==> src/rtl/cacheline_adapter_pkg.sv <==
// Shared types and widths for the cache line to banked-memory burst adapter.
package rv32i_types;

  localparam int LINE_W = 256;
  localparam int BEAT_W = 64;
  localparam int BEATS  = 4;
  localparam int CNT_W  = 2;

  typedef enum logic [2:0] {
    IDLE    = 3'd0,
    WR      = 3'd1,
    RD_REQ  = 3'd2,
    RD_WAIT = 3'd3,
    RESP    = 3'd4,
    HOLD    = 3'd5
  } cla_state_t;

endpackage

==> src/rtl/cacheline_adapter_line_beat_buffer.sv <==
// Four-beat read line register with beat-indexed write and a write-through view
// of the whole line, so the final beat is visible in the same cycle it arrives.
module line_beat_buffer
  import rv32i_types::*;
(
  input  logic                 clk,
  input  logic                 rst,
  input  logic                 we_i,
  input  logic [CNT_W-1:0]     idx_i,
  input  logic [BEAT_W-1:0]    wdata_i,
  output logic [LINE_W-1:0]    line_o
);

  logic [BEAT_W-1:0] beat_q [BEATS];

  always_ff @(posedge clk) begin
    if (rst) begin
      for (int i = 0; i < BEATS; i++) begin
        beat_q[i] <= '0;
      end
    end else if (we_i) begin
      beat_q[idx_i] <= wdata_i;
    end
  end

  // Read mux: a beat being written this cycle bypasses its stored copy.
  always_comb begin
    line_o = '0;
    for (int i = 0; i < BEATS; i++) begin
      if (we_i && (idx_i == CNT_W'(i))) begin
        line_o[i*BEAT_W +: BEAT_W] = wdata_i;
      end else begin
        line_o[i*BEAT_W +: BEAT_W] = beat_q[i];
      end
    end
  end

endmodule

==> src/rtl/cacheline_adapter.sv <==
// Converts 256-bit line read/write requests into four 64-bit bmem bursts.
// Optional protocol checking on err is enabled by CACHELINE_ADAPTER_CHECK_EN.
module cacheline_adapter
  import rv32i_types::*;
(
  input  logic                 clk,
  input  logic                 rst,
  input  logic [31:0]          dfp_addr,
  input  logic                 dfp_read,
  input  logic                 dfp_write,
  input  logic [LINE_W-1:0]    dfp_wdata,
  output logic [LINE_W-1:0]    dfp_rdata,
  output logic                 dfp_resp,
  output logic [31:0]          bmem_addr,
  output logic                 bmem_read,
  output logic                 bmem_write,
  output logic [BEAT_W-1:0]    bmem_wdata,
  input  logic                 bmem_ready,
  input  logic [31:0]          bmem_raddr,
  input  logic [BEAT_W-1:0]    bmem_rdata,
  input  logic                 bmem_rvalid,
  output logic                 err
);

  cla_state_t         state_q, state_d;
  logic [CNT_W-1:0]   cnt_q, cnt_d;
  logic [31:0]        addr_q, addr_d;
  logic [LINE_W-1:0]  wdata_q, wdata_d;
  logic [LINE_W-1:0]  rdata_q, rdata_d;
  logic               beatWe;
  logic [LINE_W-1:0]  lineView;
  logic               unused_bits;

  line_beat_buffer u_line_buf (
    .clk     (clk),
    .rst     (rst),
    .we_i    (beatWe),
    .idx_i   (cnt_q),
    .wdata_i (bmem_rdata),
    .line_o  (lineView)
  );

  always_comb begin
    state_d = state_q;
    cnt_d   = cnt_q;
    addr_d  = addr_q;
    wdata_d = wdata_q;
    rdata_d = rdata_q;
    beatWe  = 1'b0;
    unique case (state_q)
      IDLE: begin
        cnt_d = '0;
        if (dfp_write) begin
          addr_d  = {dfp_addr[31:5], 5'b0};
          wdata_d = dfp_wdata;
          state_d = WR;
        end else if (dfp_read) begin
          addr_d  = {dfp_addr[31:5], 5'b0};
          state_d = RD_REQ;
        end
      end
      WR: begin
        if (bmem_ready) begin
          cnt_d = cnt_q + 1'b1;
          if (cnt_q == CNT_W'(BEATS - 1)) state_d = RESP;
        end
      end
      RD_REQ: begin
        if (bmem_ready) begin
          cnt_d   = '0;
          state_d = RD_WAIT;
        end
      end
      RD_WAIT: begin
        if (bmem_rvalid) begin
          beatWe = 1'b1;
          cnt_d  = cnt_q + 1'b1;
          if (cnt_q == CNT_W'(BEATS - 1)) begin
            rdata_d = lineView;
            state_d = RESP;
          end
        end
      end
      RESP:    state_d = HOLD;
      HOLD:    state_d = IDLE;
      default: state_d = IDLE;
    endcase
  end

  always_ff @(posedge clk) begin
    if (rst) begin
      state_q <= IDLE;
      cnt_q   <= '0;
      addr_q  <= '0;
      wdata_q <= '0;
      rdata_q <= '0;
    end else begin
      state_q <= state_d;
      cnt_q   <= cnt_d;
      addr_q  <= addr_d;
      wdata_q <= wdata_d;
      rdata_q <= rdata_d;
    end
  end

  assign dfp_resp   = (state_q == RESP);
  assign dfp_rdata  = rdata_q;
  assign bmem_addr  = addr_q;
  assign bmem_read  = (state_q == RD_REQ);
  assign bmem_write = (state_q == WR);
  assign bmem_wdata = (state_q == WR) ? wdata_q[{cnt_q, 6'b0} +: BEAT_W] : '0;

`ifdef CACHELINE_ADAPTER_CHECK_EN
  logic err_q, err_d;
  logic protoViolation;

  assign protoViolation = bmem_rvalid &&
                          ((state_q != RD_WAIT) || (bmem_raddr != addr_q));

  always_comb begin
    err_d = err_q;
    if (protoViolation) err_d = 1'b1;
  end

  always_ff @(posedge clk) begin
    if (rst) err_q <= 1'b0;
    else     err_q <= err_d;
  end

`ifndef SYNTHESIS
  always_ff @(posedge clk) begin
    if (!rst && protoViolation)
      $error("cacheline_adapter: unexpected rvalid or raddr %h vs %h", bmem_raddr, addr_q);
  end
`endif

  assign err         = err_q;
  assign unused_bits = ^dfp_addr[4:0];
`else
  assign err         = 1'b0;
  assign unused_bits = ^{dfp_addr[4:0], bmem_raddr};
`endif

endmodule

==> config.mk <==
export PLATFORM = sky130hd
export DESIGN_NAME = cacheline_adapter
export DESIGN_NICKNAME = d
export VERILOG_FILES = /design/src/rtl/cacheline_adapter_pkg.sv /design/src/rtl/cacheline_adapter_line_beat_buffer.sv /design/src/rtl/cacheline_adapter.sv
export SDC_FILE = /design/constraint.sdc
export NUM_CORES = 1
export LEC_CHECK = 0
export CELL_PAD_IN_SITES_DETAIL_PLACEMENT = 1
export CELL_PAD_IN_SITES_GLOBAL_PLACEMENT = 1
export CORE_MARGIN = 1.5
export CORE_UTILIZATION = 39
export CTS_CLUSTER_SIZE = 40
export DETAILED_ROUTE_END_ITERATION = 6
export GPL_TIMING_DRIVEN = 0
export PLACE_DENSITY = 0.78
export SYNTH_ARGS = -nofsm -noshare
export SYNTH_HDL_FRONTEND = slang
export SYNTH_SLANG_ARGS = --single-unit
==> constraint.sdc <==
create_clock -name clk -period 8.11 [get_ports clk]
set_input_delay 1.622 -clock clk [delete_from_list [all_inputs] [get_ports clk]]
set_output_delay 1.622 -clock clk [all_outputs]
set_load 0.01 [all_outputs]
==> results of run 1 <==
==> kinds of logic (layout without fill, tap and decap cells) <==
kind of cell    Yosys count  in the layout
fa+ha+maj                 1              1
xor+xnor                  1              1
buf+inv                 479           1348
flops                   800            800
simple gates           1193           1193
mux                      68             68
compound gates         1038           1038
other cells               1             20
==> metrics by stage <==
step           hold WS (ns)  TNS [ns]  utilization, %  worst slack (ns)  cells
6_report              0.453         0            52.7              2.49   5624
5_1_grt               0.468         0            52.6              2.39   5618
4_1_cts               0.454         0            52.6              2.43   5610
3_5_place_dp          0.447         0            49.4              2.92   5449
3_3_place_gp          0.439   -593.99            49.2             -3.35   5443
2_1_floorplan         0.433         0               -             0.801   3586
==> layout make-up <==
type | count | share of cell area, %
clock inverter | 22 | 0.440
timing repair buffer | 708 | 15.7
sequential | 800 | 40.6
tap | 1155 | 3.16
buffer | 406 | 3.59
multi-input combinational | 2307 | 30.1
antenna | 14 | 0.0766
inverter | 73 | 0.599
clock buffer | 139 | 5.72
==> cells in the mapped netlist (2+ instances only) <==
| library cell | n | area share [%] |
|---|---|---|
| a211oi_1 | 139 | 3.0 |
| a21oi_1 | 540 | 7.9 |
| a311oi_1 | 54 | 1.4 |
| a32oi_1 | 44 | 1.1 |
| and2_1 | 96 | 1.8 |
| and3_1 | 75 | 1.4 |
| buf_1 | 24 | 0.26 |
| buf_2 | 74 | 1.1 |
| buf_4 | 7 | 0.15 |
| clkbuf_1 | 301 | 3.3 |
| clkinv_1 | 2 | 0.022 |
| dfxtp_1 | 544 | 32 |
| edfxtp_1 | 256 | 22 |
| inv_1 | 71 | 0.78 |
| mux2i_1 | 4 | 0.12 |
| mux4_2 | 64 | 4.2 |
| nand2_1 | 570 | 6.3 |
| nand3_1 | 96 | 1.4 |
| nand3b_1 | 2 | 0.044 |
| nand4_1 | 20 | 0.37 |
| nor2_1 | 36 | 0.39 |
| nor2b_1 | 64 | 1.2 |
| nor3_1 | 127 | 1.9 |
| nor4_1 | 2 | 0.037 |
| nor4bb_1 | 62 | 1.8 |
| o21ai_0 | 161 | 2.4 |
| o311a_1 | 33 | 0.96 |
| o31ai_1 | 64 | 1.4 |
| or2_2 | 2 | 0.037 |
| or4_1 | 31 | 0.68 |
==> final timing paths <==
path	to	cells past startpoint	slack [ns]
worst max-delay path	bmem_wdata[61]	6	2.49
worst min-delay path	wdata_q[222]	2	0.45
worst min register to register	wdata_q[222]	2	0.45
worst max register to register	u_line_buf.beat_q[2][16]	7	4.34
==> where the power goes <==
part | total [W] | switching (W) | internal (W)
sequential | 0.00434 | 0.0000710 | 0.00427
combinational | 0.00103 | 0.000636 | 0.000393
clock | 0.00402 | 0.00172 | 0.00230
==> layer usage <==
metal  part of all wire [%]  vias up  track usage (%)  routed length [µm]
li1                       -    14575                -                   -
met1                     37    16238             40.1               58800
met2                     48     1575             57.9               76400
met3                    9.3      385             8.96               14700
met4                    5.7       28             18.5                9120
met5                   0.12        -                0                 199
==> critical path: stages, from the launching register on <==
cell and delay (ns):
dfxtp_1 0.34, buf_2 0.29, clkbuf_1 0.92, buf_2 0.51, mux4_2 0.55, nor2b_1 0.16, clkdlybuf4s50_1 0.59
==> registers in the layout, summed over array words and instances, names as in the netlist <==
register,flops
bmem_addr,27
cnt_q,2
dfp_rdata,256
state_q,3
u_line_buf.beat_q,256
wdata_q,256
==> impl_metrics.yaml, run 1 <==
yosys:
  synth_cell_types: 46
  synth-compound-area-share_pct: 18.3
  yosys_warnings: 0
  synthesis.area_um2: 34200
  synth_edf_count: 256
  async_flop_share_pct: 0
  synthMuxAreaShare_pct: 4.33
  synth_ff_type: "dfxtp_1"
  synth_top_family_by_area: "compound AO/OA/AOI/OAI gates"
  synthAdderAreaFrac_pct: 0.0366
  synth-xor-area-share_pct: 0.0256
  synth_seq_cells: 800
  synth-simple-area-share_pct: 17.5
  netlist_instances: 3581
  avgSynthCellArea_um2: 9.56
  yosysSeqAreaShare_pct: 54.3
sta:
  tightest_slew_ns: 1.28
  period_share_pct: 69.3
  rsz0062_at_grt: "no"
  hold_viol: 0
  fin_crit_ns: 5.62
  drv_slew: 0
  timing.fmax_mhz: 178
  finalSetupViolations: 0
  slew_headroom_pct: 14.6
  fin_skew_ns: 0.0256
clock_network:
  cts_setup_buffers: 0
  postCtsHoldBufs: 0
  cts_sinks: 800
  path_clk_slew_ns: 0.06
  clkLatencyLatePin_ns: 0.65
  numCtsBuffers: 87
  cts_tree: "built"
  clockRootBuffer: "clkbuf_16"
  htree_levels: 3
  clock_path_buffers: 3
  cts_resized: 0
placement:
  io_buffers: 702
  hpwl_um: 122000
  place.gp.congestion: 0.966
  dpl_cell_area_um2: 42900
flow_run:
  maxCapViolCount: 0
pwr:
  p_total_w: 0.00939
  power.leakage_nw: 15.6
  power_per_cell_area_nw_per_um2: 205
  ir_drop_v: 0.000138
worst_setup_path:
  crit_arrival_ns: 4.00
  crit_fanout: 10
  critical_path_class: "flop to output pin"
  cp-end-kind: "output pin"
  worstPathRequired_ns: 6.49
  worstSetupStartpointType: "flop"
  startpoint: "cnt_q[0]"
  reg2reg_from: "cnt_q[1]"
floorplan:
  num_io_pins: 746
  coreArea_um2: 86900
  row_count: 108
  die_y_um: 299
  start_util_pct: 39.4
  die-area_um2: 89600
  die_w_um: 299
global_routing:
  grt_max_degree: 65
  grt_use_total_pct: 34.4
  grt_pass1_wl_um: 227000
  antenna_found_initial: 26
  grt_pass1_vias: 33531
  overflow: 0
layout:
  final_common_cell: "clkdlybuf4s50_1"
  seqCellArea_um2: 18600
  fillers: 9802
  final_cell_mix: "clkdlybuf4s50_1 (702), nand2_1 (570), dfxtp_1 (544), a21oi_1 (540), clkbuf_1 (330)"
  multi_input_area_um2: 13800
  finalInstanceArea_um2: 45800
  area_growth_pct: 33.7
  drive_gt1_share_pct: 6.53
  nets: 4774
routing:
  first_pass_iters: 5
  via_count: 32801
  via_per_inst: 5.83
  postRouteAntennaNets: 0
  drtIter0Drc: 2726
  drc: 0
  avgRoutedWirePerCell_um: 28.3
  wirelength_um: 159000
min_path:
  hold_path_class: "flop to flop"
  hold_start: "wdata_q[222]"
run_status:
  run_status: "finished clean"
No activity file was read; power rests on OpenSTA's default activity.
==> run 2, diff against run 1 <==
==> constraint.sdc (replaced) <==
create_clock -name clk -period 5.25 [get_ports clk]
set_input_delay 1.05 -clock clk [delete_from_list [all_inputs] [get_ports clk]]
set_output_delay 1.05 -clock clk [all_outputs]
set_load 0.01 [all_outputs]
==> run 2 against run 1 <==
Register-to-register slack worse by 2.9 ns. Clock power is 53% higher. Sequential share of layout area hardly changed. Worst setup slack worse by 2.2 ns. Via count is 1.2% higher. Non-clock buffer count is 2 lower. Core utilization hardly changed. Final cell count is 0.21% higher. First-iteration DRC count is 13% higher. Sequential cell count stayed put. Power is 54% higher. Clock skew is 0.0029 ns lower. Highest routed layer unchanged.
==> impl_metrics.yaml, run 2 (synthesis gave the netlist of run 1 again) <==
pwr:
  pwr-share-comb_pct: 11.0
  power.clock.fraction_pct: 42.6
  seq_power_share_pct: 46.3
  power.leakage_nw: 15.6
  internal_power_w: 0.0107
  p_sw_w: 0.00376
  ir_drop_v: 0.000258
  power_per_cell_area_nw_per_um2: 316
  swShare_pct: 26.0
sta:
  period_share_pct: 94.4
  drv_slew: 0
  fin_crit_ns: 4.96
  slew_headroom_pct: 9.07
  rsz0062_at_grt: "no"
  tightest_slew_ns: 1.36
  fin_skew_ns: 0.0227
  hold_ws_ns: 0.456
  hold_viol: 0
  timing.fmax_mhz: 202
  worst_slack_ns: 0.292
  finalSetupViolations: 0
floorplan:
  die_w_um: 299
  die-area_um2: 89600
  num_io_pins: 746
  die_y_um: 299
  start_util_pct: 39.4
  coreArea_um2: 86900
  row_count: 108
layout:
  multi_input_area_um2: 13800
  fillers: 9854
  final_cells: 5636
  seqCellArea_um2: 18600
  final_common_cell: "clkdlybuf4s50_1"
  drive_gt1_share_pct: 6.46
  area_growth_pct: 33.7
  final_cell_mix: "clkdlybuf4s50_1 (702), nand2_1 (570), dfxtp_1 (544), a21oi_1 (540), clkbuf_1 (331)"
  nets: 4773
clock_network:
  path_clk_slew_ns: 0.06
  numCtsBuffers: 88
  clock_path_buffers: 3
  cts_resized: 0
  htree_levels: 3
  cts_sinks: 800
  clockRootBuffer: "clkbuf_16"
  postCtsHoldBufs: 0
  cts_tree: "built"
  clkLatencyLatePin_ns: 0.66
  cts_setup_buffers: 0
min_path:
  hold_path_class: "flop to flop"
  hold_start: "wdata_q[218]"
placement:
  place.gp.congestion: 0.980
  hpwl_um: 122000
  placed_cells: 5449
  io_buffers: 702
  place_worst_setup_slack_ns: 0.429
routing:
  drc: 0
  postRouteAntennaNets: 0
  wirelength_um: 161000
  drtIter0Drc: 3076
  via_count: 33206
  avgRoutedWirePerCell_um: 28.5
  via_per_inst: 5.89
  first_pass_iters: 5
worst_setup_path:
  cp-end-kind: "output pin"
  critical_path_class: "flop to output pin"
  slowest_delay_ns: 0.67
  path_cells: "buf_2, clkbuf_1, clkbuf_1, mux4_2, nor2b_1, clkdlybuf4s50_1"
  crit_top_cell: "clkbuf_1"
  crit_arrival_ns: 3.91
  worstSetupStartpointType: "flop"
  worstPathRequired_ns: 4.20
  startpoint: "cnt_q[1]"
  reg2reg_from: "cnt_q[0]"
  crit_path_top_delay_cell: "clkbuf_1"
  crit_fanout: 18
global_routing:
  grt_pass1_vias: 33911
  antenna_found_initial: 39
  grt_pass1_wl_um: 231000
  overflow: 0
  grt_use_total_pct: 35.0
  grt_max_degree: 65
run_status:
  run_status: "finished clean"
flow_run:
  maxCapViolCount: 0
==> run 2: cell count changes in the layout (fill, tap and decap cells not counted), moves of 2 or more <==
cell      before  now
clkinv_8       0    2
diode_2       14   26
buf_16         3    0
clkinv_1       4    6
buf_12         3    6
clkbuf_8      20   16
==> run 2: layer usage <==
layer / global-route usage (%) / wire length [µm] / up-vias
met1: 41.6 / 58500 / 16440
met2: 58.1 / 77100 / 1718
met5: 0 / 170 / -
met3: 8.00 / 15100 / 412
met4: 19.9 / 9960 / 26
li1: - / - / 14610
==> run 2: stage by stage <==
| step | power (W) | util [%] | cell area (µm²) | setup TNS (ns) |
|---|---|---|---|---|
| floorplan | 0.00753 | - | 34200 | -189.29 |
| global placement | 0.00835 | 49.2 | 42700 | -848.32 |
| detailed placement | 0.00838 | 49.3 | 42900 | 0 |
| CTS | 0.0144 | 52.6 | 45700 | 0 |
| global route | 0.0148 | 52.6 | 45700 | 0 |
| finish | 0.0145 | 52.7 | 45800 | 0 |
==> run 2: power by group through the flow <==
stage / registers, W / clock network, W / logic, W
final: 0.00670 / 0.00616 / 0.00160
after global routing: 0.00672 / 0.00642 / 0.00168
after CTS: 0.00670 / 0.00618 / 0.00157
after detailed placement: 0.00683 / 0 / 0.00156
after global placement: 0.00683 / 0 / 0.00152
after floorplan: 0.00681 / 0 / 0.000725
==> run 2: critical path: cells and delay by family, from the launching register on <==
kind	cells	cell delay [ns]
buffers and inverters	4	2.20
AND/OR/NAND/NOR	1	0.37
multiplexers	1	0.34
flip-flops	1	0.33
==> run 2: cell type report <==
| type | instances | area share (%) |
|---|---|---|
| multi-input cells | 2307 | 30.1 |
| flip-flops and latches | 800 | 40.6 |
| well taps | 1155 | 3.16 |
| clock inverters | 25 | 0.490 |
| inverters | 73 | 0.599 |
| diodes | 26 | 0.142 |
| plain buffers | 404 | 3.57 |
| clock buffers | 138 | 5.67 |
| repair buffers | 708 | 15.6 |
==> run 2: path summary, 6_finish.rpt <==
path / endpoint / slack [ns] / cells past startpoint
worst min register to register: wdata_q[218] / 0.46 / 2
worst max register to register: u_line_buf.beat_q[2][20] / 1.47 / 6
worst min-delay path: wdata_q[218] / 0.46 / 2
worst max-delay path: bmem_wdata[63] / 0.29 / 6
==> run 3, diff against run 2 <==
==> constraint.sdc (replaced) <==
create_clock -name clk -period 5.25 [get_ports clk]
set_input_delay 1.05 -clock clk [delete_from_list [all_inputs] [get_ports clk]]
set_output_delay 1.05 -clock clk [all_outputs]
set_load 0.1 [all_outputs]
==> run 3 against run 2 <==
Worst setup slack worse by 0.25 ns. Critical path depth unchanged. Core utilization about the same. Wire length up 0.16%. Clock power about the same. Via count up 0.17%. Non-clock buffer count up 1. Fmax down 4.8%. Combinational power up 17%. Final cell count about the same. Hold slack worse by 0.0022 ns. Count of clock-buffer cells in the layout unchanged.
==> impl_metrics.yaml, run 3 (synthesis gave the netlist of run 1 again) <==
run_status:
  run_status: "finished clean"
layout:
  nets: 4774
  finalInstanceArea_um2: 45800
  drive_gt1_share_pct: 6.49
  final_cell_mix: "clkdlybuf4s50_1 (690), nand2_1 (570), dfxtp_1 (544), a21oi_1 (540), clkbuf_1 (331)"
  final_common_cell: "clkdlybuf4s50_1"
  area_growth_pct: 33.7
global_routing:
  grt_max_degree: 65
  overflow: 0
  antenna_found_initial: 40
  grt_pass1_wl_um: 230000
  grt_pass1_vias: 33901
  grt_use_total_pct: 34.9
clock_network:
  postCtsHoldBufs: 0
  clkLatencyLatePin_ns: 0.66
  numCtsBuffers: 88
  cts_setup_buffers: 0
  cts_tree: "built"
  clockRootBuffer: "clkbuf_16"
  clock_path_buffers: 3
  htree_levels: 3
  path_clk_slew_ns: 0.06
  cts_sinks: 800
pwr:
  power.leakage_nw: 15.8
  ir_drop_v: 0.000259
  power_per_cell_area_nw_per_um2: 322
placement:
  dpl_cell_area_um2: 42900
  place_worst_setup_slack_ns: 0.112
  hpwl_um: 122000
  io_buffers: 702
  place.gp.congestion: 0.980
routing:
  wirelength_um: 161000
  via_count: 33263
  first_pass_iters: 6
  drc: 0
  drtIter0Drc: 3241
  via_per_inst: 5.90
  avgRoutedWirePerCell_um: 28.6
  postRouteAntennaNets: 0
sta:
  worst_slack_ns: 0.0412
  tightest_slew_ns: 1.39
  fin_crit_ns: 5.21
  slew_headroom_pct: 7.20
  timing.fmax_mhz: 192
  finalSetupViolations: 0
  drv_slew: 0
  fin_skew_ns: 0.0238
  period_share_pct: 99.2
  hold_ws_ns: 0.453
  fin_setup_tns_ns: 0
  hold_viol: 0
floorplan:
  die-area_um2: 89600
  start_util_pct: 39.4
  die_y_um: 299
  row_count: 108
  coreArea_um2: 86900
  die_w_um: 299
  num_io_pins: 746
min_path:
  hold_start: "wdata_q[218]"
  hold_path_class: "flop to flop"
worst_setup_path:
  critical_path_class: "flop to output pin"
  startpoint: "cnt_q[1]"
  reg2reg_from: "cnt_q[0]"
  worstSetupStartpointType: "flop"
  worstPathRequired_ns: 4.20
  cp-end-kind: "output pin"
  crit_arrival_ns: 4.16
  crit_fanout: 10
flow_run:
  maxCapViolCount: 0
## run 3: worst paths after layout
check                             endpoint  slack, ns  cells past startpoint
setup / recovery            bmem_wdata[62]       0.04                      6
setup reg to reg  u_line_buf.beat_q[2][20]       1.52                      6
hold reg to reg               wdata_q[218]       0.45                      2
hold / removal                wdata_q[218]       0.45                      2
## run 3: area by class of cell
cell class / count / area [µm²]
clock buffers: 138 / 2590
flip-flops and latches: 800 / 18600
well taps: 1155 / 1450
repair buffers: 708 / 7160
fillers: 9861 / 41100
inverters: 73 / 274
plain buffers: 405 / 1640
clock inverters: 25 / 224
diodes: 26 / 65.1
multi-input cells: 2307 / 13800
## run 3: per-stage QoR
| step | power (W) | cells | utilization (%) |
|---|---|---|---|
| floorplan | 0.00780 | 3586 | - |
| global placement | 0.00862 | 5443 | 49.2 |
| detailed placement | 0.00865 | 5449 | 49.3 |
| CTS | 0.0147 | 5611 | 52.6 |
| global route | 0.0151 | 5624 | 52.6 |
| finish | 0.0147 | 5637 | 52.7 |
## run 3: metal layers
metal | wire, µm | part of all wire, % | GRT usage, % | vias up
li1 | - | - | - | 14596
met1 | 59000 | 37 | 41.6 | 16516
met2 | 77000 | 48 | 58.3 | 1705
met3 | 14700 | 9.1 | 7.76 | 422
met4 | 10200 | 6.3 | 19.7 | 24
met5 | 163 | 0.10 | 0 | -
## run 3: what timing repair did
item                       CTS  global route
gates resized for setup      5             8
gates cloned                 0             0
setup endpoints to repair   60             8
## run 3: where the power goes
part,total (W),switching [W],internal (W)
registers,0.00670,0.000107,0.00660
logic,0.00187,0.00126,0.000603
clock network,0.00616,0.00266,0.00350
total,0.0147,0.00403,0.0107
## run 3: critical path: stages, from the launching register on
cell and delay [ns]:
dfxtp_1 0.33, buf_2 0.28, clkbuf_2 0.52, buf_1 0.63
mux4_2 0.33, nor2b_1 0.48, dlygate4sd2_1 0.93
